<file path="config.mk">
export PLATFORM = sky130hd
export DESIGN_NAME = traffic_light_ctrl
export DESIGN_NICKNAME = d
export VERILOG_FILES = /design/src/rtl/traffic_light_ctrl.sv
export SDC_FILE = /design/constraint.sdc
export NUM_CORES = 1
export LEC_CHECK = 0
export ABC_AREA = 1
export CAP_MARGIN = 20
export CORE_MARGIN = 3
export CORE_UTILIZATION = 45
export CTS_BUF_LIST = sky130_fd_sc_hd__clkbuf_16
export DETAILED_ROUTE_END_ITERATION = 16
export GPL_TIMING_DRIVEN = 0
export PLACE_DENSITY = 0.64
export SLEW_MARGIN = 20
export SYNTH_ARGS = -nofsm -noshare
export SYNTH_HDL_FRONTEND = slang
export SYNTH_SLANG_ARGS = --single-unit
export TNS_END_PERCENT = 1
</file>
<file path="constraint.sdc">
create_clock -name clk_in -period 3.58 [get_ports clk_in]
set_clock_uncertainty 0.15 [all_clocks]
set_input_delay 0.716 -clock clk_in [delete_from_list [all_inputs] [get_ports clk_in]]
set_output_delay 0.716 -clock clk_in [all_outputs]
set_load 0.02 [all_outputs]
</file>
<file path="src/rtl/traffic_light_ctrl.sv">
// Two-road traffic-light sequencer with pedestrian walk phase, timed off a
// synchronized 1 Hz tick sampled in the clk_in domain.
module traffic_light_ctrl #(
  parameter int GREEN_S     = 10,
  parameter int YELLOW_S    = 3,
  parameter int ALLRED_S    = 1,
  parameter int WALK_S      = 5,
  parameter int MIN_GREEN_S = 4
) (
  input  logic clk_in,
  input  logic rst_n,
  input  logic tick_in,
  input  logic ped_req,
  output logic ns_red,
  output logic ns_yel,
  output logic ns_grn,
  output logic ew_red,
  output logic ew_yel,
  output logic ew_grn,
  output logic ped_walk,
  output logic ped_wait
);

  typedef enum logic [2:0] {
    ALLRED_A = 3'd0,
    NS_GRN   = 3'd1,
    NS_YEL   = 3'd2,
    ALLRED_B = 3'd3,
    EW_GRN   = 3'd4,
    EW_YEL   = 3'd5,
    WALK     = 3'd6
  } state_t;

  localparam logic [7:0] GRN_T = 8'(GREEN_S);
  localparam logic [7:0] YEL_T = 8'(YELLOW_S);
  localparam logic [7:0] ARD_T = 8'(ALLRED_S);
  localparam logic [7:0] WLK_T = 8'(WALK_S);
  localparam logic [7:0] CUT_T = 8'(MIN_GREEN_S - 1);

  // lamp vector order: ns r/y/g, ew r/y/g, walk
  localparam logic [6:0] L_ALLRED = 7'b100_100_0;

  state_t     state_q, state_n;
  logic [7:0] timer_q, timer_n, dur;
  logic       tick_s1, tick_s2, tick_d;
  logic       ped_s1, ped_s2, ped_d;
  logic       sec_pulse, ped_edge, expire, cut, walk_entry;
  logic       pend_q, pend_n;
  logic       walk_ew_q, walk_ew_n;
  logic [6:0] lamp_q, lamp_n;

  always_ff @(posedge clk_in or negedge rst_n) begin
    if (!rst_n) begin
      tick_s1 <= 1'b0;
      tick_s2 <= 1'b0;
      tick_d  <= 1'b0;
      ped_s1  <= 1'b0;
      ped_s2  <= 1'b0;
      ped_d   <= 1'b0;
    end else begin
      tick_s1 <= tick_in;
      tick_s2 <= tick_s1;
      tick_d  <= tick_s2;
      ped_s1  <= ped_req;
      ped_s2  <= ped_s1;
      ped_d   <= ped_s2;
    end
  end

  assign sec_pulse = tick_s2 & ~tick_d;
  assign ped_edge  = ped_s2 & ~ped_d;

  always_comb begin
    dur = ARD_T;
    case (state_q)
      NS_GRN, EW_GRN: dur = GRN_T;
      NS_YEL, EW_YEL: dur = YEL_T;
      WALK:           dur = WLK_T;
      default:        dur = ARD_T;
    endcase
  end

  assign expire = sec_pulse && (timer_q == dur - 8'd1);
  assign cut    = sec_pulse && pend_q && (timer_q >= CUT_T);

  always_comb begin
    state_n = state_q;
    case (state_q)
      ALLRED_A: if (expire) state_n = pend_q ? WALK : NS_GRN;
      NS_GRN:   if (expire || cut) state_n = NS_YEL;
      NS_YEL:   if (expire) state_n = ALLRED_B;
      ALLRED_B: if (expire) state_n = pend_q ? WALK : EW_GRN;
      EW_GRN:   if (expire || cut) state_n = EW_YEL;
      EW_YEL:   if (expire) state_n = ALLRED_A;
      WALK:     if (expire) state_n = walk_ew_q ? EW_GRN : NS_GRN;
      default:  state_n = ALLRED_A;
    endcase
  end

  always_comb begin
    timer_n = timer_q;
    if (state_n != state_q) timer_n = 8'd0;
    else if (sec_pulse)     timer_n = timer_q + 8'd1;
  end

  // Remember which all-red led into WALK so WALK resumes the right road.
  always_comb begin
    walk_ew_n = walk_ew_q;
    if (state_n == WALK && state_q == ALLRED_B) walk_ew_n = 1'b1;
    else if (state_n == WALK && state_q == ALLRED_A) walk_ew_n = 1'b0;
  end

  assign walk_entry = (state_n == WALK) && (state_q != WALK);
  assign pend_n     = ped_edge | (pend_q & ~walk_entry);

  always_comb begin
    lamp_n = L_ALLRED;
    case (state_n)
      NS_GRN:  lamp_n = 7'b001_100_0;
      NS_YEL:  lamp_n = 7'b010_100_0;
      EW_GRN:  lamp_n = 7'b100_001_0;
      EW_YEL:  lamp_n = 7'b100_010_0;
      WALK:    lamp_n = 7'b100_100_1;
      default: lamp_n = L_ALLRED;
    endcase
  end

  always_ff @(posedge clk_in or negedge rst_n) begin
    if (!rst_n) begin
      state_q   <= ALLRED_A;
      timer_q   <= 8'd0;
      pend_q    <= 1'b0;
      walk_ew_q <= 1'b0;
      lamp_q    <= L_ALLRED;
    end else begin
      state_q   <= state_n;
      timer_q   <= timer_n;
      pend_q    <= pend_n;
      walk_ew_q <= walk_ew_n;
      lamp_q    <= lamp_n;
    end
  end

  assign {ns_red, ns_yel, ns_grn, ew_red, ew_yel, ew_grn, ped_walk} = lamp_q;
  assign ped_wait = pend_q;

endmodule

</file>
==> results.py <==
metrics = {
    "sta": {
        "slew_violations": 0,
        "tightest_slew_ps": 560.8,
        "finalHoldViolCount": 0,
        "grt_setup_unrepaired": "false",
        "period_share_pct": 62.61,
        "max_freq_mhz": 446.2,
        "setup_violations": 0,
        "relSlewSlack_pct": 62.61,
        "min_period_ps": 2241,
        "setup_ws_ps": 1339,
        "tns_ps": 0,
    },
    "worst_setup_path": {
        "path_class": "flip-flop to output port",
        "crit_family": "buffers and inverters",
        "slowest_stage": "clkdlybuf4s50_1",
        "critPathBufInv": 1,
        "critPathArrivalTime_ps": 1380,
        "worst_setup_path_end_kind": "output port",
        "reg2reg_slack_ps": 1340,
        "cp_cell_sequence": "clkdlybuf4s50_1",
        "cp_max_fo": 1,
        "cp-start-kind": "flip-flop",
        "crit_required_ps": 2710,
        "cp_slowest_stage_delay_ps": 600,
    },
    "power_and_ir_drop": {
        "clockPowerShare_pct": 22.5,
        "vdd_drop_max_mv": 0.3800,
        "comb_power_share_pct": 48.0,
        "seq_power_share_pct": 29.5,
        "p_leak_nw": 0.8456,
        "power_switching_share_pct": 42.97,
        "powerDensity_nw_per_um2": 885.2,
        "power.switching_mw": 0.6192,
        "internal_power_mw": 0.8217,
    },
    "route": {
        "via_per_inst": 4.933,
        "vias": 1031,
        "dr.first_iter.drc_count": 56,
        "drt_first_pass_iters": 4,
        "drc": 0,
        "wl_um": 2523,
        "wl_per_cell_um": 12.07,
        "ant_nets": 0,
    },
    "clock_network": {
        "cts_tree": "done",
        "path_clk_slew_ps": 60,
        "cts_buffers": 3,
        "clock_latency_ps": 260,
        "cts_buffer_depth": 2,
        "h-tree-depth": 1,
        "cts-hold-fix-buffers": 0,
        "cts_root_buffer": "clkbuf_16",
        "cts-resized-gates": 0,
        "postCtsSetupRepairBufs": 0,
        "cts_sinks": 26,
    },
    "final_layout": {
        "stdcell_area_um2": 1628,
        "ff_latch_area_um2": 653.1,
        "multi_input_area_um2": 608.1,
        "area_growth_syn_to_layout_pct": 18.06,
        "largest_registers": "timer_q: 8 flops, lamp_q: 7 flops, state_q: 3 flops",
        "regMostFlops": "timer_q",
        "finalNetCount": 184,
        "final_layout_size_suffix_gt1_share_pct": 23.03,
        "antenna_cells": 0,
        "nFillCells": 257,
        "finalCoreUtilization_pct": 57.54,
        "largest_register_ffs": 8,
    },
    "synth": {
        "synth_seq_cells": 26,
        "ys_warn_count": 0,
        "syn-num-nets": 168,
        "netlist_instances": 163,
        "ys_seq_area_share_pct": 47.37,
        "yosysUniqueCellTypes": 25,
        "synth_area_um2": 1379,
        "avgSynthCellArea_um2": 8.459,
    },
    "floorplanning": {
        "die-width_um": 61.36,
        "core_um2": 2829,
        "dieArea_um2": 3764,
        "num_rows": 19,
        "ioPinCount": 12,
        "initial_core_util_pct": 48.74,
        "die_h_um": 61.36,
    },
    "grt": {
        "grt_pass1_wl_um": 4409,
        "antenna_found_initial": 0,
        "grt_max_degree": 27,
        "overflow": 0,
        "grtUsageTotal_pct": 16.00,
        "first_global_vias": 1021,
    },
    "placed_design": {
        "gp_congestion": 0.8580,
        "place_ws_ps": 1320,
        "placed_area_um2": 1528,
        "io_buffers": 11,
        "dp.final_hpwl_um": 1932,
    },
    "worst_hold_path": {
        "hold_path_class": "flip-flop to flip-flop",
    },
    "run": {
        "drv_cap": 0,
    },
    "status": {
        "outcome": "finished clean",
    },
}
[power groups by stage]
stage               clock network (mW)  logic [mW]  registers, mW
floorplan                            0       0.486          0.462
global placement                     0       0.687          0.427
detailed placement                   0       0.700          0.430
CTS                              0.331       0.703          0.424
global route                     0.338       0.775          0.435
finish                           0.324       0.692          0.425
[layout make-up]
type,instances,area share [%]
sequential,26,40.12
clock inverter,1,1.845
multi-input combinational,106,37.36
timing repair buffer,11,6.457
buffer,1,0.3075
tap,31,2.383
clock buffer,3,4.612
inverter,30,6.918
[synthesized netlist by cell type]
cell type	instances	share of area [%]
o21ai_0	2	0.73
dfrtp_1	24	44
nand3_2	5	3.6
a21oi_1	1	0.36
inv_2	6	1.6
nand2_1	35	9.5
dfstp_2	2	3.8
or2_0	1	0.45
a21oi_2	1	0.64
nor2_2	8	3.6
nor2_1	9	2.4
ha_1	1	0.91
xor2_1	7	4.4
nor3_1	2	0.73
nor4_1	1	0.45
nand4_1	3	1.4
nand3_1	13	4.7
inv_1	23	6.3
o31ai_1	1	0.54
nor2_4	5	4.1
nand2_4	2	1.6
buf_2	1	0.36
o21ai_1	3	1.1
clkinv_1	1	0.27
nand2_2	6	2.7
[through the flow]
stage                     instances  power, mW  hold slack (ps)
after global routing            209      1.548            223.9
after floorplan                 163     0.9481            181.2
after CTS                       209      1.458            208.4
after detailed placement        205      1.129            191.3
final                           209      1.441            205.4
after global placement          205      1.115            190.4
[kinds of logic (layout without fill, tap and decap cells)]
group | Yosys count | in the layout | share of synthesized area (%)
buffers and inverters | 31 | 46 | 8.529
DFF | 26 | 26 | 47.37
adders and majority gates | 1 | 1 | 0.9073
AOI/OAI and AO/OA | 8 | 8 | 3.357
and+or+nand+nor | 90 | 90 | 35.39
xor gates and xnor gates | 7 | 7 | 4.447
[layer usage]
layer	global-route usage [%]	vias up	part of all wire, %
li1	-	533	-
met1	21.76	480	50
met2	24.47	16	47
met3	4.612	2	3.0
met4	5.758	0	0.55
met5	0	-	0
[path summary, 6_finish.rpt]
kind | cells after the start | end | from
setup / recovery | 1 | ew_red | lamp_q[3]
hold / removal | 0 | tick_s2 | tick_s1
setup reg to reg | 15 | timer_q[0] | state_q[0]
hold reg to reg | 0 | tick_s2 | tick_s1
max in group asynchronous | 1 | lamp_q[3] | rst_n
min in group asynchronous | 1 | ped_s2 | rst_n
[cells in the final DEF (no fill, tap or decap), drive strengths merged]
cell type	netlist	final
clkdlybuf4s50	0	10
a21oi	2	2
clkinv	1	1
or2	1	1
clkbuf	0	3
nor2	22	22
bufinv	0	1
nand4	3	3
inv	29	29
nand3	18	18
o21ai	5	5
nor4	1	1
buf	1	2
xor2	7	7
nor3	2	2
ha	1	1
o31ai	1	1
dfstp	2	2
nand2	43	43
dfrtp	24	24
Note: power is estimated with default switching activity, not from simulation.
